==> src/rtl/whack_pkg.sv <==
// Shared types, constants and BCD helpers for the whack-a-LED round controller.
package whack_pkg;

  // Round sequencer states
  typedef enum logic [2:0] {
    StIdle,
    StLoad,
    StWait,
    StGap,
    StDone
  } state_e;

  // One BCD digit
  typedef logic [3:0] bcd_digit_t;

  // Fibonacci taps for x^8+x^6+x^5+x^4+1 (bits 7,5,4,3)
  localparam logic [7:0] LfsrTaps = 8'hB8;

  // Two-digit BCD increment, sticks at 99
  function automatic logic [7:0] bcd_inc_sat(input logic [7:0] val);
    bcd_digit_t tens;
    bcd_digit_t units;
    tens  = val[7:4];
    units = val[3:0];
    if (val == 8'h99) return val;
    if (units == 4'd9) begin
      units = 4'd0;
      tens  = tens + 4'd1;
    end else begin
      units = units + 4'd1;
    end
    return {tens, units};
  endfunction

  // Two-digit BCD decrement, sticks at 00
  function automatic logic [7:0] bcd_dec_floor(input logic [7:0] val);
    bcd_digit_t tens;
    bcd_digit_t units;
    tens  = val[7:4];
    units = val[3:0];
    if (val == 8'h00) return val;
    if (units == 4'd0) begin
      units = 4'd9;
      tens  = tens - 4'd1;
    end else begin
      units = units - 4'd1;
    end
    return {tens, units};
  endfunction

endpackage

==> src/rtl/key_debounce.sv <==
// Four-key debouncer: a key level is accepted after DEBOUNCE_SAMPLES equal
// consecutive samples taken on key_scan_tick; a 0->1 change of the accepted
// level produces a one-clk press strobe.
module key_debounce #(
  parameter int unsigned DEBOUNCE_SAMPLES = 3
) (
  input  logic       clk_in,
  input  logic       clr_n,
  input  logic       key_scan_tick,
  input  logic [3:0] key_in,
  output logic [3:0] press
);

  localparam int unsigned CntW = $clog2(DEBOUNCE_SAMPLES + 1);
  localparam logic [CntW-1:0] CntMax = CntW'(DEBOUNCE_SAMPLES);

  logic [3:0]      sample_q, sample_d;
  logic [3:0]      stable_q, stable_d;
  logic [3:0]      press_q, press_d;
  logic [CntW-1:0] cnt_q [4];
  logic [CntW-1:0] cnt_d [4];

  // Per-key run-length count of equal samples and stable-level update
  always_comb begin
    sample_d = sample_q;
    stable_d = stable_q;
    press_d  = 4'b0;
    cnt_d    = cnt_q;
    if (key_scan_tick) begin
      for (int i = 0; i < 4; i++) begin
        sample_d[i] = key_in[i];
        if (key_in[i] == sample_q[i]) begin
          if (cnt_q[i] < CntMax) cnt_d[i] = cnt_q[i] + 1'b1;
        end else begin
          // A changed sample starts a new run of length one
          cnt_d[i] = CntW'(1);
        end
        if (cnt_d[i] >= CntMax) stable_d[i] = key_in[i];
        press_d[i] = stable_d[i] & ~stable_q[i];
      end
    end
  end

  // Debounce state registers
  always_ff @(posedge clk_in or negedge clr_n) begin
    if (!clr_n) begin
      sample_q <= 4'b0;
      stable_q <= 4'b0;
      press_q  <= 4'b0;
      for (int i = 0; i < 4; i++) cnt_q[i] <= '0;
    end else begin
      sample_q <= sample_d;
      stable_q <= stable_d;
      press_q  <= press_d;
      for (int i = 0; i < 4; i++) cnt_q[i] <= cnt_d[i];
    end
  end

  assign press = press_q;

endmodule

==> src/rtl/whack_round_ctrl.sv <==
// Round sequencer for the LED/key reaction game: picks a non-repeating random
// target, opens a timed hit window, judges debounced presses and keeps a
// saturating two-digit BCD score.
// Optional feature: define MISS_PENALTY_EN to decrement the score on a miss.
module whack_round_ctrl
  import whack_pkg::*;
#(
  parameter int unsigned ROUNDS           = 20,
  parameter int unsigned TIMEOUT_TICKS    = 2,
  parameter int unsigned DEBOUNCE_SAMPLES = 3,
  parameter logic [7:0]  LFSR_SEED        = 8'hA5
) (
  input  logic       clk_in,
  input  logic       clr_n,
  input  logic       tick_1s,
  input  logic       key_scan_tick,
  input  logic [3:0] key_in,
  input  logic       start,
  output logic [3:0] led_out,
  output logic       hit_pulse,
  output logic       miss_pulse,
  output logic [7:0] score_bcd,
  output logic [6:0] round_cnt,
  output logic       busy,
  output logic       game_over
);

  localparam logic [6:0] RoundsW  = 7'(ROUNDS);
  localparam logic [3:0] TimeoutW = 4'(TIMEOUT_TICKS);

  state_e     state_q, state_d;
  logic [7:0] lfsr_q, lfsr_d;
  logic [1:0] target_q, target_d;
  logic [3:0] timer_q, timer_d;
  logic [7:0] score_q, score_d;
  logic [6:0] round_q, round_d;
  logic       hit_q, hit_d;
  logic       miss_q, miss_d;
  logic [3:0] press;
  logic [1:0] cand;
  logic       judged;
  logic       won;

  key_debounce #(
    .DEBOUNCE_SAMPLES(DEBOUNCE_SAMPLES)
  ) u_key_debounce (
    .clk_in       (clk_in),
    .clr_n        (clr_n),
    .key_scan_tick(key_scan_tick),
    .key_in       (key_in),
    .press        (press)
  );

  // Free-running LFSR, FSM next state, judging and score update
  always_comb begin
    lfsr_d   = {lfsr_q[6:0], ^(lfsr_q & LfsrTaps)};
    state_d  = state_q;
    target_d = target_q;
    timer_d  = timer_q;
    score_d  = score_q;
    round_d  = round_q;
    hit_d    = 1'b0;
    miss_d   = 1'b0;
    judged   = 1'b0;
    won      = 1'b0;
    cand     = lfsr_q[1:0];
    unique case (state_q)
      StIdle, StDone: begin
        if (start) begin
          score_d = 8'h00;
          round_d = 7'd0;
          state_d = StLoad;
        end
      end
      StLoad: begin
        // Never show the same LED twice in a row
        target_d = (cand == target_q) ? cand + 2'd1 : cand;
        timer_d  = 4'd0;
        state_d  = StWait;
      end
      StWait: begin
        // A press outranks a coincident timeout tick
        if (press != 4'b0) begin
          judged = 1'b1;
          won    = (press == (4'b0001 << target_q));
        end else if (tick_1s) begin
          timer_d = timer_q + 4'd1;
          if (timer_d == TimeoutW) judged = 1'b1;
        end
        if (judged) begin
          state_d = StGap;
          round_d = round_q + 7'd1;
          if (won) begin
            hit_d   = 1'b1;
            score_d = bcd_inc_sat(score_q);
          end else begin
            miss_d  = 1'b1;
`ifdef MISS_PENALTY_EN
            score_d = bcd_dec_floor(score_q);
`else
            score_d = score_q;
`endif
          end
        end
      end
      StGap: begin
        if (tick_1s) state_d = (round_q == RoundsW) ? StDone : StLoad;
      end
      default: state_d = StIdle;
    endcase
  end

  // State registers; reset aborts any game in progress
  always_ff @(posedge clk_in or negedge clr_n) begin
    if (!clr_n) begin
      state_q  <= StIdle;
      lfsr_q   <= LFSR_SEED;
      target_q <= 2'd0;
      timer_q  <= 4'd0;
      score_q  <= 8'h00;
      round_q  <= 7'd0;
      hit_q    <= 1'b0;
      miss_q   <= 1'b0;
    end else begin
      state_q  <= state_d;
      lfsr_q   <= lfsr_d;
      target_q <= target_d;
      timer_q  <= timer_d;
      score_q  <= score_d;
      round_q  <= round_d;
      hit_q    <= hit_d;
      miss_q   <= miss_d;
    end
  end

  // Outputs decoded from registered state
  always_comb begin
    led_out    = (state_q == StWait) ? (4'b0001 << target_q) : 4'b0;
    busy       = (state_q == StLoad) || (state_q == StWait) || (state_q == StGap);
    game_over  = (state_q == StDone);
    hit_pulse  = hit_q;
    miss_pulse = miss_q;
    score_bcd  = score_q;
    round_cnt  = round_q;
  end

endmodule

==> config.mk <==
export PLATFORM = sky130hd
export DESIGN_NAME = whack_round_ctrl
export DESIGN_NICKNAME = d
export VERILOG_FILES = /design/src/rtl/whack_pkg.sv /design/src/rtl/key_debounce.sv /design/src/rtl/whack_round_ctrl.sv
export SDC_FILE = /design/constraint.sdc
export NUM_CORES = 1
export LEC_CHECK = 0
export BUFFER_PORTS_ARGS = -buffer_cell sky130_fd_sc_hd__buf_2
export CAP_MARGIN = 20
export CORE_MARGIN = 2
export CORE_UTILIZATION = 58
export CTS_CLUSTER_SIZE = 28
export DETAILED_ROUTE_END_ITERATION = 10
export PLACE_DENSITY = 0.77
export SLEW_MARGIN = 25
export SYNTH_ARGS = -nofsm -noshare
export SYNTH_HDL_FRONTEND = slang
export SYNTH_HIERARCHICAL = 1
export SYNTH_SLANG_ARGS = --single-unit
==> constraint.sdc <==
create_clock -name clk_in -period 2.76 [get_ports clk_in]
set_input_delay 0.414 -clock clk_in [delete_from_list [all_inputs] [get_ports clk_in]]
set_output_delay 0.414 -clock clk_in [all_outputs]
set_load 0.05 [all_outputs]
==> impl_metrics.tcl <==
set metrics [dict create \
    fin_nets 296 \
    grt_antenna_before_repair 0 \
    crit_arrival_ns 1.89 \
    final_util_pct 64.6 \
    vias 1959 \
    met3_usage_pct 3.73 \
    die_w_um 73.1 \
    drv_slew 0 \
    dr.pass1.iters 4 \
    grt_start_max_net_pins 55 \
    placed_area_um2 2920 \
    maxCapViolCount 0 \
    areaGrowthSynthToFinish_pct 8.77 \
    grt_usage_pct 19.6 \
    grt_pass1_vias 1812 \
    path_class "reg -> out" \
    ctsResizeCount 0 \
    cp-start-kind "flip-flop" \
    grt.met2_usage_pct 29.0 \
    diodes 0 \
    skew_ns 0.00774 \
    pre_cts_slack_ns 0.572 \
    final.setup.tns_ns 0 \
    drt_iter0_drc 99 \
    clock_latency_ns 0.30 \
    syn_area_um2 2770 \
    cp_data_required_time_ns 2.35 \
    cts-root-buf "clkbuf_8" \
    syn_avg_cell_area_um2 11.1 \
    fin_hold_ws_ns 0.218 \
    wl_per_cell_um 14.2 \
    yosys_register_bits 54 \
    drive_gt1_share_pct 25.7 \
    fin_ws_ns 0.456 \
    clockBufferDepth 2 \
    seq_area_frac_synth_pct 49.0 \
    finalHoldViolCount 0 \
    power_density_nw_per_um2 794 \
    dp_hpwl_mm 3.32 \
    die_h_um 73.1 \
    async_reset_ff_share_pct 100 \
    reg2reg_setup_slack_ns 0.56 \
    htreeDepth 2 \
    critPathMaxFanout 13 \
    viasPerCell 5.87 \
    met1_usage_pct 28.3 \
    core-area_um2 4660 \
    pin_count 32 \
    ant_nets 0 \
    final_common_cell "dfrtp_1" \
    r2r-end "score_bcd[5]" \
    leakage_nw 1.39 \
    cp-end-kind "primary output" \
    path_clk_slew_ns 0.10 \
    reg2reg_from "timer_q[0]" \
    synth_fp_nets 266 \
    initial_core_util_pct 59.4 \
    routed_wl_mm 4.76 \
    drc 0 \
    final_cell_area_um2 3010 \
    min_path_type "in -> async" \
    ys.flop_type "dfrtp_1" \
    finalCritPeriodShare_pct 83.5 \
    cts_sinks 54 \
    dieArea_um2 5340 \
    rsz0062_at_grt "false" \
    io_buffer_count 31 \
    cts_made_buffers 5 \
    period_needed_ns 2.30 \
    grt_pass1_wl_mm 8.16 \
    final_cell_mix "dfrtp_1 (50), buf_2 (31), nor2_1 (20), nand2_1 (15), o21ai_0 (14)" \
    busiest_layer "met2" \
    num-fill-cells 383 \
    slew-limit-headroom_pct 56.3 \
    cts_setup_buffers 0 \
    max_freq_mhz 434 \
    synth_cells 249 \
    cts_tree "done" \
    grt-ovfl-total 0 \
    status "completed" \
    synth_edf_count 0 \
    synth_cell_types 57 \
    worstMarginPinSlew_ns 0.656 \
    cts_hold_buf 0 \
    ir_worst_vdd_mv 0.469 \
    gp_congestion 0.741 \
    yosysWarnings 6 \
    rows 25 \
    reg2reg_depth 7 \
    setup_viol 0 \
]
sequential cells by signal (all words and copies together) (netlist names):
name and count:
hit_pulse 1, score_bcd 8, round_cnt 7, lfsr_q 8, timer_q 4, u_key_debounce/cnt_q 8, target_q 2, miss_pulse 1
u_key_debounce/sample_q 4, u_key_debounce/stable_q 4, u_key_debounce/press 4, state_q 3
how the worst max path moves through the flow:
stage	to	start	slack, ns
final	led_out[2]	state_q[0]	0.46
after global routing	led_out[2]	state_q[1]	0.37
after CTS	led_out[2]	state_q[0]	0.46
after detailed placement	score_bcd[5]	state_q[0]	0.57
after global placement	score_bcd[4]	timer_q[0]	0.62
after floorplan	led_out[2]	state_q[0]	0.06
Yosys cell counts (2+ instances only):
master,instances,area share (%)
nand2_1,15,2.0
buf_6,2,0.81
nor3_1,6,1.1
a211o_1,2,0.63
o31ai_1,8,2.2
and2_1,3,0.68
inv_1,6,0.81
o22a_1,4,1.3
mux2_2,5,2.0
nand3_1,11,2.0
xor2_1,8,2.5
buf_2,2,0.36
a21oi_1,11,2.0
xnor2_1,4,1.3
dfstp_2,4,3.8
nand4b_1,2,0.63
nand3b_1,5,1.4
nor2_1,20,2.7
nor3b_1,5,1.4
and3_1,2,0.45
o2bb2ai_1,2,0.63
mux2_4,2,1.1
a21bo_2,4,1.4
nand4_2,3,1.4
a31oi_1,2,0.45
ha_1,8,3.6
nand4_1,5,1.1
o21ai_0,14,2.5
o21ai_1,2,0.36
dfrtp_1,50,45
buf_4,4,1.1
a21o_1,3,0.81
per-layer routing:
metal  wire [µm]  up-vias
li1            -      967
met4          69        0
met1        2400      947
met3         182        4
met2        2110       41
met5           0        -
kinds of logic (layout without fill, tap and decap cells):
logic type / Yosys count / count (layout) / share of synthesized area (%)
xor+xnor: 12 / 12 / 3.80
compound gates: 62 / 62 / 16.6
fa+ha+maj: 8 / 8 / 3.62
mux: 8 / 8 / 3.48
buf+inv: 16 / 47 / 3.75
simple gates: 89 / 89 / 19.7
flops: 54 / 54 / 49.0
where the power goes:
part           leakage [nW]  internal [W]  total, W  switching (W)
registers             0.673      0.000908   0.00109       0.000182
clock network        0.0456      0.000181  0.000432       0.000250
logic                 0.672      0.000312  0.000869       0.000558
total                  1.39       0.00140   0.00239       0.000990
per-stage QoR:
step                total power (W)  std cells
finish                      0.00239        334
floorplan                   0.00180        249
CTS                         0.00241        334
global placement            0.00195        326
global route                0.00255        334
detailed placement          0.00198        326
area by class of cell:
| class | instances | area, µm² | share of cell area [%] |
|---|---|---|---|
| clock buffers | 6 | 72.6 | 2.41 |
| clock inverters | 2 | 13.8 | 0.457 |
| inverters | 6 | 22.5 | 0.748 |
| multi-input cells | 179 | 1310 | 43.4 |
| flip-flops and latches | 54 | 1360 | 45.1 |
| well taps | 54 | 67.6 | 2.24 |
| repair buffers | 33 | 170 | 5.65 |
critical path, cell delays in order, from the launching register on:
cell	delay [ns]
dfrtp_1	0.51
or3b_4	0.53
nor3b_1	0.25
buf_2	0.31
Note: power is estimated with default switching activity, not from simulation.
